--- src/rtl/fetch_sequencer_if.sv ---
// Bus bundle between the fetch sequencer, its synchronous program ROM and the decoder.
interface fetch_sequencer_if;
   logic        stall;
   logic [10:0] rom_addr;
   logic [13:0] rom_data;
   logic [13:0] instruction;
   logic [1:0]  codigo;
   logic        instr_valid;
   logic [10:0] exec_pc;
   logic        branch;
   logic [10:0] salto;
   logic        enablestak;
   logic        push;
   logic        pop;
   logic        skip;
   logic [3:0]  stack_depth;
   logic        stack_overflow;
   logic        stack_underflow;

   modport master (
      input  stall, rom_data, branch, salto, enablestak, push, pop, skip,
      output rom_addr, instruction, codigo, instr_valid, exec_pc,
             stack_depth, stack_overflow, stack_underflow
   );

   modport slave (
      output stall, rom_data, branch, salto, enablestak, push, pop, skip,
      input  rom_addr, instruction, codigo, instr_valid, exec_pc,
             stack_depth, stack_overflow, stack_underflow
   );
endinterface

--- src/rtl/fetch_sequencer.sv ---
// Fetch sequencer: drives a synchronous program ROM, presents one instruction per cycle and
// handles GOTO/CALL/RETURN through a circular return stack plus skip-next annulment.
module fetch_sequencer #(
   parameter int          STACK_DEPTH  = 8,
   parameter logic [10:0] RESET_VECTOR = 11'h000
) (
   input logic               clk,
   input logic               rst,
   fetch_sequencer_if.master bus
);
   localparam int         SPW  = $clog2(STACK_DEPTH);
   localparam logic [3:0] FULL = 4'(STACK_DEPTH);

   typedef enum logic [1:0] {FILL, RUN, FLUSH} state_t;

   state_t         state, state_nxt;
   logic [10:0]    fetch_pc, exec_pc, fetch_pc_nxt, exec_pc_nxt;
   logic [10:0]    target, stack_top;
   logic [SPW-1:0] sp, sp_dec;
   logic [3:0]     depth;
   logic           overflow_q, underflow_q;
   logic [10:0]    stack_mem [STACK_DEPTH];
   logic           stalled_q;
   logic [13:0]    hold_q, word;
   logic           valid;
   logic           live, redirect, do_pop, do_push, do_skip;

   // Decoder controls only matter for a live, unstalled instruction.
   assign live      = (state == RUN) && !bus.stall;
   assign redirect  = live && bus.branch;
   assign do_pop    = redirect && bus.pop;
   assign do_push   = redirect && bus.push && bus.enablestak && !bus.pop;
   assign do_skip   = live && bus.skip && !bus.branch;
   assign sp_dec    = sp - SPW'(1);
   assign stack_top = stack_mem[sp_dec];
   assign target    = bus.pop ? stack_top : bus.salto;

   always_ff @(posedge clk) begin
      // NOTE: non-blocking assignments so every register samples the pre-edge values.
      if (rst)             state <= FILL;
      else if (!bus.stall) state <= state_nxt;
   end

   always_comb begin
      // NOTE: default assigned first so no path leaves state_nxt unassigned (no latch).
      state_nxt = state;
      case (state)
         FILL:    state_nxt = RUN;
         RUN:     if (redirect || do_skip) state_nxt = FLUSH;
         FLUSH:   state_nxt = RUN;
         default: state_nxt = FILL;
      endcase
   end

   always_comb begin
      valid           = (state == RUN);
      bus.instr_valid = valid;
      bus.instruction = valid ? word : 14'h0000;
      bus.codigo      = valid ? word[13:12] : 2'b00;
      bus.rom_addr    = fetch_pc;
      bus.exec_pc     = exec_pc;
      bus.stack_depth     = depth;
      bus.stack_overflow  = overflow_q;
      bus.stack_underflow = underflow_q;
   end

   // FILL and FLUSH simply advance; a redirect replaces the fetch address.
   always_comb begin
      fetch_pc_nxt = fetch_pc + 11'd1;
      exec_pc_nxt  = fetch_pc;
      if (redirect) begin
         fetch_pc_nxt = target;
         exec_pc_nxt  = exec_pc;
      end
   end

   always_ff @(posedge clk) begin
      if (rst) begin
         fetch_pc <= RESET_VECTOR;
         exec_pc  <= 11'h000;
      end else if (!bus.stall) begin
         fetch_pc <= fetch_pc_nxt;
         exec_pc  <= exec_pc_nxt;
      end
   end

   always_ff @(posedge clk) begin
      if (rst) begin
         sp          <= '0;
         depth       <= 4'd0;
         overflow_q  <= 1'b0;
         underflow_q <= 1'b0;
      end else if (do_pop) begin
         sp <= sp_dec;
         if (depth == 4'd0) underflow_q <= 1'b1;
         else               depth       <= depth - 4'd1;
      end else if (do_push) begin
         sp <= sp + SPW'(1);
         if (depth == FULL) overflow_q <= 1'b1;
         else               depth      <= depth + 4'd1;
      end
   end

   // NOTE: the return stack is plain storage with no reset; only sp/depth define its contents.
   always_ff @(posedge clk) begin
      if (!rst && do_push) stack_mem[sp] <= exec_pc + 11'd1;
   end

   // The ROM keeps reading while stalled, so the presented word is captured on stall entry.
   always_ff @(posedge clk) begin
      if (rst) stalled_q <= 1'b0;
      else     stalled_q <= bus.stall;
      if (!stalled_q) hold_q <= bus.rom_data;
   end

   assign word = stalled_q ? hold_q : bus.rom_data;
endmodule

--- src/flat_wrapper.sv ---
// flat-port wrapper written by rule: the top's interface ports become plain ports
module fetch_sequencer_flat 
#(
   parameter int          STACK_DEPTH  = 8,
   parameter logic [10:0] RESET_VECTOR = 11'h000
)
  (clk, rst, bus_stall, bus_rom_data, bus_branch, bus_salto, bus_enablestak, bus_push, bus_pop, bus_skip, bus_rom_addr, bus_instruction, bus_codigo, bus_instr_valid, bus_exec_pc, bus_stack_depth, bus_stack_overflow, bus_stack_underflow);
  fetch_sequencer_if bus_i ();
  input logic clk;
  input logic rst;
  input wire logic [$bits(bus_i.stall)-1:0] bus_stall;
  input wire logic [$bits(bus_i.rom_data)-1:0] bus_rom_data;
  input wire logic [$bits(bus_i.branch)-1:0] bus_branch;
  input wire logic [$bits(bus_i.salto)-1:0] bus_salto;
  input wire logic [$bits(bus_i.enablestak)-1:0] bus_enablestak;
  input wire logic [$bits(bus_i.push)-1:0] bus_push;
  input wire logic [$bits(bus_i.pop)-1:0] bus_pop;
  input wire logic [$bits(bus_i.skip)-1:0] bus_skip;
  output wire logic [$bits(bus_i.rom_addr)-1:0] bus_rom_addr;
  output wire logic [$bits(bus_i.instruction)-1:0] bus_instruction;
  output wire logic [$bits(bus_i.codigo)-1:0] bus_codigo;
  output wire logic [$bits(bus_i.instr_valid)-1:0] bus_instr_valid;
  output wire logic [$bits(bus_i.exec_pc)-1:0] bus_exec_pc;
  output wire logic [$bits(bus_i.stack_depth)-1:0] bus_stack_depth;
  output wire logic [$bits(bus_i.stack_overflow)-1:0] bus_stack_overflow;
  output wire logic [$bits(bus_i.stack_underflow)-1:0] bus_stack_underflow;
  assign bus_i.stall = bus_stall;
  assign bus_i.rom_data = bus_rom_data;
  assign bus_i.branch = bus_branch;
  assign bus_i.salto = bus_salto;
  assign bus_i.enablestak = bus_enablestak;
  assign bus_i.push = bus_push;
  assign bus_i.pop = bus_pop;
  assign bus_i.skip = bus_skip;
  assign bus_rom_addr = bus_i.rom_addr;
  assign bus_instruction = bus_i.instruction;
  assign bus_codigo = bus_i.codigo;
  assign bus_instr_valid = bus_i.instr_valid;
  assign bus_exec_pc = bus_i.exec_pc;
  assign bus_stack_depth = bus_i.stack_depth;
  assign bus_stack_overflow = bus_i.stack_overflow;
  assign bus_stack_underflow = bus_i.stack_underflow;
  fetch_sequencer #(.STACK_DEPTH(STACK_DEPTH), .RESET_VECTOR(RESET_VECTOR)) u_core (.clk(clk), .rst(rst), .bus(bus_i));
endmodule
--- config.mk ---
export PLATFORM = sky130hd
export DESIGN_NAME = fetch_sequencer_flat
export DESIGN_NICKNAME = d
export VERILOG_FILES = /design/src/rtl/fetch_sequencer_if.sv /design/src/rtl/fetch_sequencer.sv /design/src/flat_wrapper.sv
export SDC_FILE = /design/constraint.sdc
export NUM_CORES = 1
export LEC_CHECK = 0
export BUFFER_PORTS_ARGS = -buffer_cell sky130_fd_sc_hd__buf_4
export CORE_MARGIN = 2
export CORE_UTILIZATION = 50
export CTS_BUF_LIST = sky130_fd_sc_hd__clkbuf_8
export CTS_CLUSTER_DIAMETER = 80
export DETAILED_ROUTE_END_ITERATION = 7
export PLACE_DENSITY = 0.73
export SYNTH_ARGS = -nofsm -noshare
export SYNTH_HDL_FRONTEND = slang
export SYNTH_SLANG_ARGS = --single-unit
--- constraint.sdc ---
create_clock -name clk -period 3.2 [get_ports clk]
set_input_delay 0.32 -clock clk [delete_from_list [all_inputs] [get_ports clk]]
set_output_delay 0.32 -clock clk [all_outputs]
set_load 0.02 [all_outputs]
# Yosys cells after proc, flatten, opt, wreduce, memory -nomap -nowiden
# Memory sizes are Yosys's and may differ from the RTL's.
# Index checks and enable logic that the tools add are counted.
# op_classes
n_eq_ne	6
n_addsub	6
n_mux	15
bitwise	3
n_reduce_logical	23
# ops
cell	count
14-bit two-way mux	2
11-bit by 1-bit adder with 11-bit output, second input constant	2
11-bit two-way mux	2
4-bit two-way mux	4
1-bit logical AND	9
3-bit two-way mux	2
2-bit AND reduction	3
3-bit AND reduction	2
4-bit by 1-bit adder with 4-bit output, second input constant	1
4-bit == test, second input constant	1
1-bit zero test	4
4-bit zero test	1
2-bit two-way mux	2
2-bit by 1-bit inequality test with 1-bit output, second input constant	2
2-bit case mux with 2 select lines	1
4-bit by 1-bit subtractor with 4-bit output, second input constant	1
3-bit by 1-bit adder with 3-bit output, second input constant	1
1-bit inverter	3
3-bit by 1-bit subtractor with 3-bit output, second input constant	1
2-bit by 1-bit == test with 1-bit output, second input constant	1
2-bit == test, second input constant	1
2-bit zero test	1
1-bit two-way mux	2
2-bit inequality test, second input constant	1
other kinds (3)	3
# totals
ramBits	88
memories	1
reg_bits	48
inputBits	33
out_inout_bits	45
# mem_list
name	depth	width	read_ports	rd_clocked_by_memory_dff	wr	line	source
u_core.stack_mem	8	11	1	0	1	fetch_sequencer.sv:22	logic [10:0] stack_mem [STACK_DEPTH];

# Logic depth before layout (Yosys ltp)
# depth
depth_word	9
depth_mapped	10
ltp_nobuf	7

# Worst setup path before layout
# OpenSTA, ideal clock, no wires.
# synth_path
path_kind	register to register
startpoint	register u_core.sp[0]
endpoint	register u_core.fetch_pc[8], in the netlist u_core.bus.rom_addr[8]
n_path_buf	1
required_time_ns	3.067
t_arrival_ns	2.451
stages_incl_launch_ff	9
synth_period_minus_slack_ns	2.584
slack_ns	0.616
setup_time_ns	0.133
cell_sequence	dfxtp_1 -> buf_2 -> clkinv_1 -> ha_1 -> xor2_4 -> mux4_1 -> mux2_2 -> o22ai_1 -> a2111oi_2
# synth_via
elab_chain_len	4
# synth_lines
item	line	source
from (decl)	fetch_sequencer.sv:19	logic [SPW-1:0] sp, sp_dec;
from (signal assigned)	fetch_sequencer.sv:94	sp <= sp_dec;
from (signal assigned)	fetch_sequencer.sv:98	sp <= sp + SPW'(1);
3-bit by 1-bit subtractor with 3-bit output	fetch_sequencer.sv:34	assign sp_dec = sp - SPW'(1);
memory 8 x 11 bit	--	
11-bit two-way mux	fetch_sequencer.sv:36	assign target = bus.pop ? stack_top : bus.salto;
11-bit two-way mux	fetch_sequencer.sv:71	if (redirect) begin
to (signal assigned)	fetch_sequencer.sv:82	fetch_pc <= fetch_pc_nxt;
to (decl)	fetch_sequencer.sv:17	logic [10:0] fetch_pc, exec_pc, fetch_pc_nxt, exec_pc_nxt;
# Every way passes these cells.
# A chain may end at the register's enable or synchronous reset.

# Worst setup path in the final report
# layout_path
startpoint	register u_core.sp[1]
endpoint	register u_core.fetch_pc[5], in the netlist u_core.bus.rom_addr[5]
# The elaborated chain is that of the path after synthesis.

==> flow_summary.ini <==
[placement]
hpwl_mm = 9.26
place_congestion = 0.907
dp_cells = 654
pre_cts_slack_ns = 0.658
io_buffers = 77

[power_and_ir_drop]
power.internal_mw = 2.88
clkPwrFrac = 0.407
ir_worst_vdd_mv = 0.304
powerDensity_mw_per_mm2 = 532
switching_share = 0.231
net-switching-power_uw = 866
power_frac_seq = 0.512
leakagePower_nw = 2.61
p_comb_frac = 0.082

[min_path]
whs_endpoint = u_core.hold_q[7]
hp-start = bus_rom_data[7]
hold_depth = 2
hp-class = input pin to flip-flop

[timing]
finalMaxSlewViolations = 0
fmax_ghz = 0.387
fin_skew_ns = 0.00871
tns_ns = 0
final.min_clock_period_ns = 2.58
finalHoldViolCount = 0
relSlewSlack = 0.473
setup_viol = 0
worst_slew_pin_slew_ns = 0.789
min_period_over_period = 0.807
setup_ws_ns = 0.618
rsz0062_at_grt = no
hold_slack_ns = 0.119

[critical_path]
worstPathMaxFanout = 10
cpPeakStageDelay_ns = 0.55
crit_buf_inv = 2
timing.rr.end = u_core.bus.rom_addr[5]
endpoint_kind = flip-flop
critPathArrivalTime_ns = 2.92
rrSetupSlack_ns = 0.62
crit_chain = inv_1 -> ha_1 -> xor2_4 -> buf_4 -> mux4_1 -> nand2b_1 -> a41o_1
start_kind = flip-flop
critical_path_class = flip-flop to flip-flop
critical-path-top-delay-family = multiplexers
critPathSlowestCell = mux4_1
reg2reg_depth = 7
required_ns = 3.53
r2r-start = u_core.sp[1]

[drt]
route.final.wire_length_mm = 13.3
viasPerCell = 5.84
wl_per_cell_um = 19.5
drc = 0
ant_nets = 0
drt_first_pass_iters = 5
drt_iter0_markers = 302
vias = 4001

[synthesis]
ys.flop_type = edfxtp_1
yosysSeqAreaShare = 0.619
ys_async_sr_fraction = 0
netlist_area_mm2 = 0.00583
synth_nets = 479
syn_avg_cell_area_um2 = 13.2
synth_cell_types = 56
synth_cells = 441
yosys_warnings = 0
ys_ff_latch = 136
synth_edf_count = 88

[finish]
final_util = 0.617
diodes = 0
num-nets-final = 568
final_cell_mix = buf_4 (93), edfxtp_1 (88), nand2_1 (49)
layout-area-overhead-vs-synth_pct = 20.9
drive_above_1_share = 0.290
final_cells = 685
final_common_cell = buf_4

[floorplan]
num_rows = 39
fp.dieH_um = 112
start_util = 0.510
die_area_mm2 = 0.0125
ios = 78
core_area_mm2 = 0.0114
die_x_um = 112

[global_routing]
antenna_found_initial = 0
grt.overflow.total = 0
grt_pass1_vias = 3897
grt_pass1_wl_mm = 21.0
grt_start_max_net_pins = 37
grtUsageTotal = 0.220

[cts]
post_cts_buffers = 0
cts_buffers = 17
clock_latency_ns = 0.44
cts_hold_buf = 0
clkTransAtPathRegs_ns = 0.08
tritoncts = built
htreeDepth = 4
postCtsResizedCells = 0
numClockSinks = 136
clockBufferDepth = 2
cts-root-buf = clkbuf_8

[status]
outcome = complete, no violations

[job]
cap_violations = 0
==> state kept, by name (all words and copies together) (netlist names) <==
name / cells
u_core.stack_mem: 88
u_core.hold_q: 14
u_core.bus.exec_pc: 11
u_core.bus.rom_addr: 11
u_core.bus.stack_depth: 4
u_core.sp: 3
u_core.state: 2
u_core.bus.stack_overflow: 1
u_core.bus.stack_underflow: 1
u_core.stalled_q: 1
==> kinds of logic after synthesis <==
family | synth area share
xor+xnor | 0.0258
mux | 0.121
simple gates | 0.125
fa+ha+maj | 0.0107
flops | 0.619
buf+inv | 0.0230
compound gates | 0.0754
==> how the worst max path moves through the flow <==
stage / depth (start not counted) / slack (ns) / end / from
finish: 7 / 0.62 / u_core.bus.rom_addr[5] / u_core.sp[1]
global route: 7 / 0.52 / u_core.bus.rom_addr[5] / u_core.sp[1]
CTS: 7 / 0.63 / u_core.bus.rom_addr[5] / u_core.sp[1]
detailed placement: 7 / 0.66 / u_core.bus.rom_addr[5] / u_core.sp[1]
global placement: 7 / 0.74 / u_core.bus.rom_addr[5] / u_core.sp[1]
floorplan: 8 / 0.62 / u_core.bus.rom_addr[8] / u_core.sp[0]
==> through the flow <==
step	instance area [um2]	total power [mW]
floorplan	5830	2.14
global placement	6610	2.25
detailed placement	6610	2.26
CTS	7040	3.76
global route	7040	3.87
finish	7040	3.75
==> worst register-to-register path, stage by stage, from the launching register on <==
cell and delay [ns]:
dfxtp_1 0.44, inv_1 0.13, ha_1 0.29, xor2_4 0.41, buf_4 0.30, mux4_1 0.55
nand2b_1 0.15, a41o_1 0.21
==> cell type report <==
type | instances | area, um2
inverter | 8 | 30.0
clock buffer | 17 | 234
multi-input combinational | 274 | 2090
sequential | 136 | 3600
fill | 871 | 4380
tap | 143 | 179
timing repair buffer | 93 | 698
clock inverter | 14 | 201
==> routing by layer <==
| metal | wire length (um) | track usage | vias up | share of wire |
|---|---|---|---|---|
| met5 | 0 | 0 | - | 0 |
| met4 | 350 | 0.0992 | 0 | 0.026 |
| met3 | 1140 | 0.0528 | 28 | 0.086 |
| met2 | 6370 | 0.347 | 203 | 0.48 |
| met1 | 5470 | 0.293 | 1926 | 0.41 |
| li1 | - | - | 1844 | - |
==> power by group through the flow <==
stage | clock (mW) | sequential (mW) | combinational (mW)
2_1_floorplan | 0 | 1.96 | 0.177
3_3_place_gp | 0 | 1.96 | 0.300
3_5_place_dp | 0 | 1.96 | 0.305
4_1_cts | 1.54 | 1.92 | 0.307
5_1_grt | 1.62 | 1.92 | 0.330
6_report | 1.52 | 1.92 | 0.305
==> cell usage after synthesis, types with 2 or more instances <==
master	instances	share of area
mux2_2	16	0.031
o22ai_1	7	0.0075
edfxtp_1	88	0.45
nor4_1	5	0.0054
a21oi_1	20	0.017
a21o_1	2	0.0026
and4_1	2	0.0030
nor3b_1	3	0.0039
xnor2_1	11	0.017
nor2_1	32	0.021
nor3_1	7	0.0060
and2_1	19	0.020
buf_2	2	0.0017
buf_4	4	0.0052
nand3_1	13	0.011
mux4_2	12	0.046
and3b_1	2	0.0030
clkinv_1	2	0.0013
a31oi_1	2	0.0021
mux4_1	9	0.041
a311oi_1	2	0.0030
a211oi_1	2	0.0026
nor2b_1	4	0.0043
o31a_1	2	0.0030
mux2i_1	2	0.0034
a221oi_1	2	0.0030
a22oi_1	2	0.0026
and3_1	3	0.0032
inv_1	6	0.0039
a41o_1	2	0.0034
dfxtp_1	48	0.16
clkbuf_1	15	0.0097
o221ai_1	2	0.0030
o21ai_0	11	0.0094
ha_1	5	0.011
buf_1	2	0.0013
o21a_1	2	0.0026
nand2_1	49	0.032
xor2_1	3	0.0045
nand4_1	3	0.0032
Note: power is estimated with default switching activity, not from simulation.
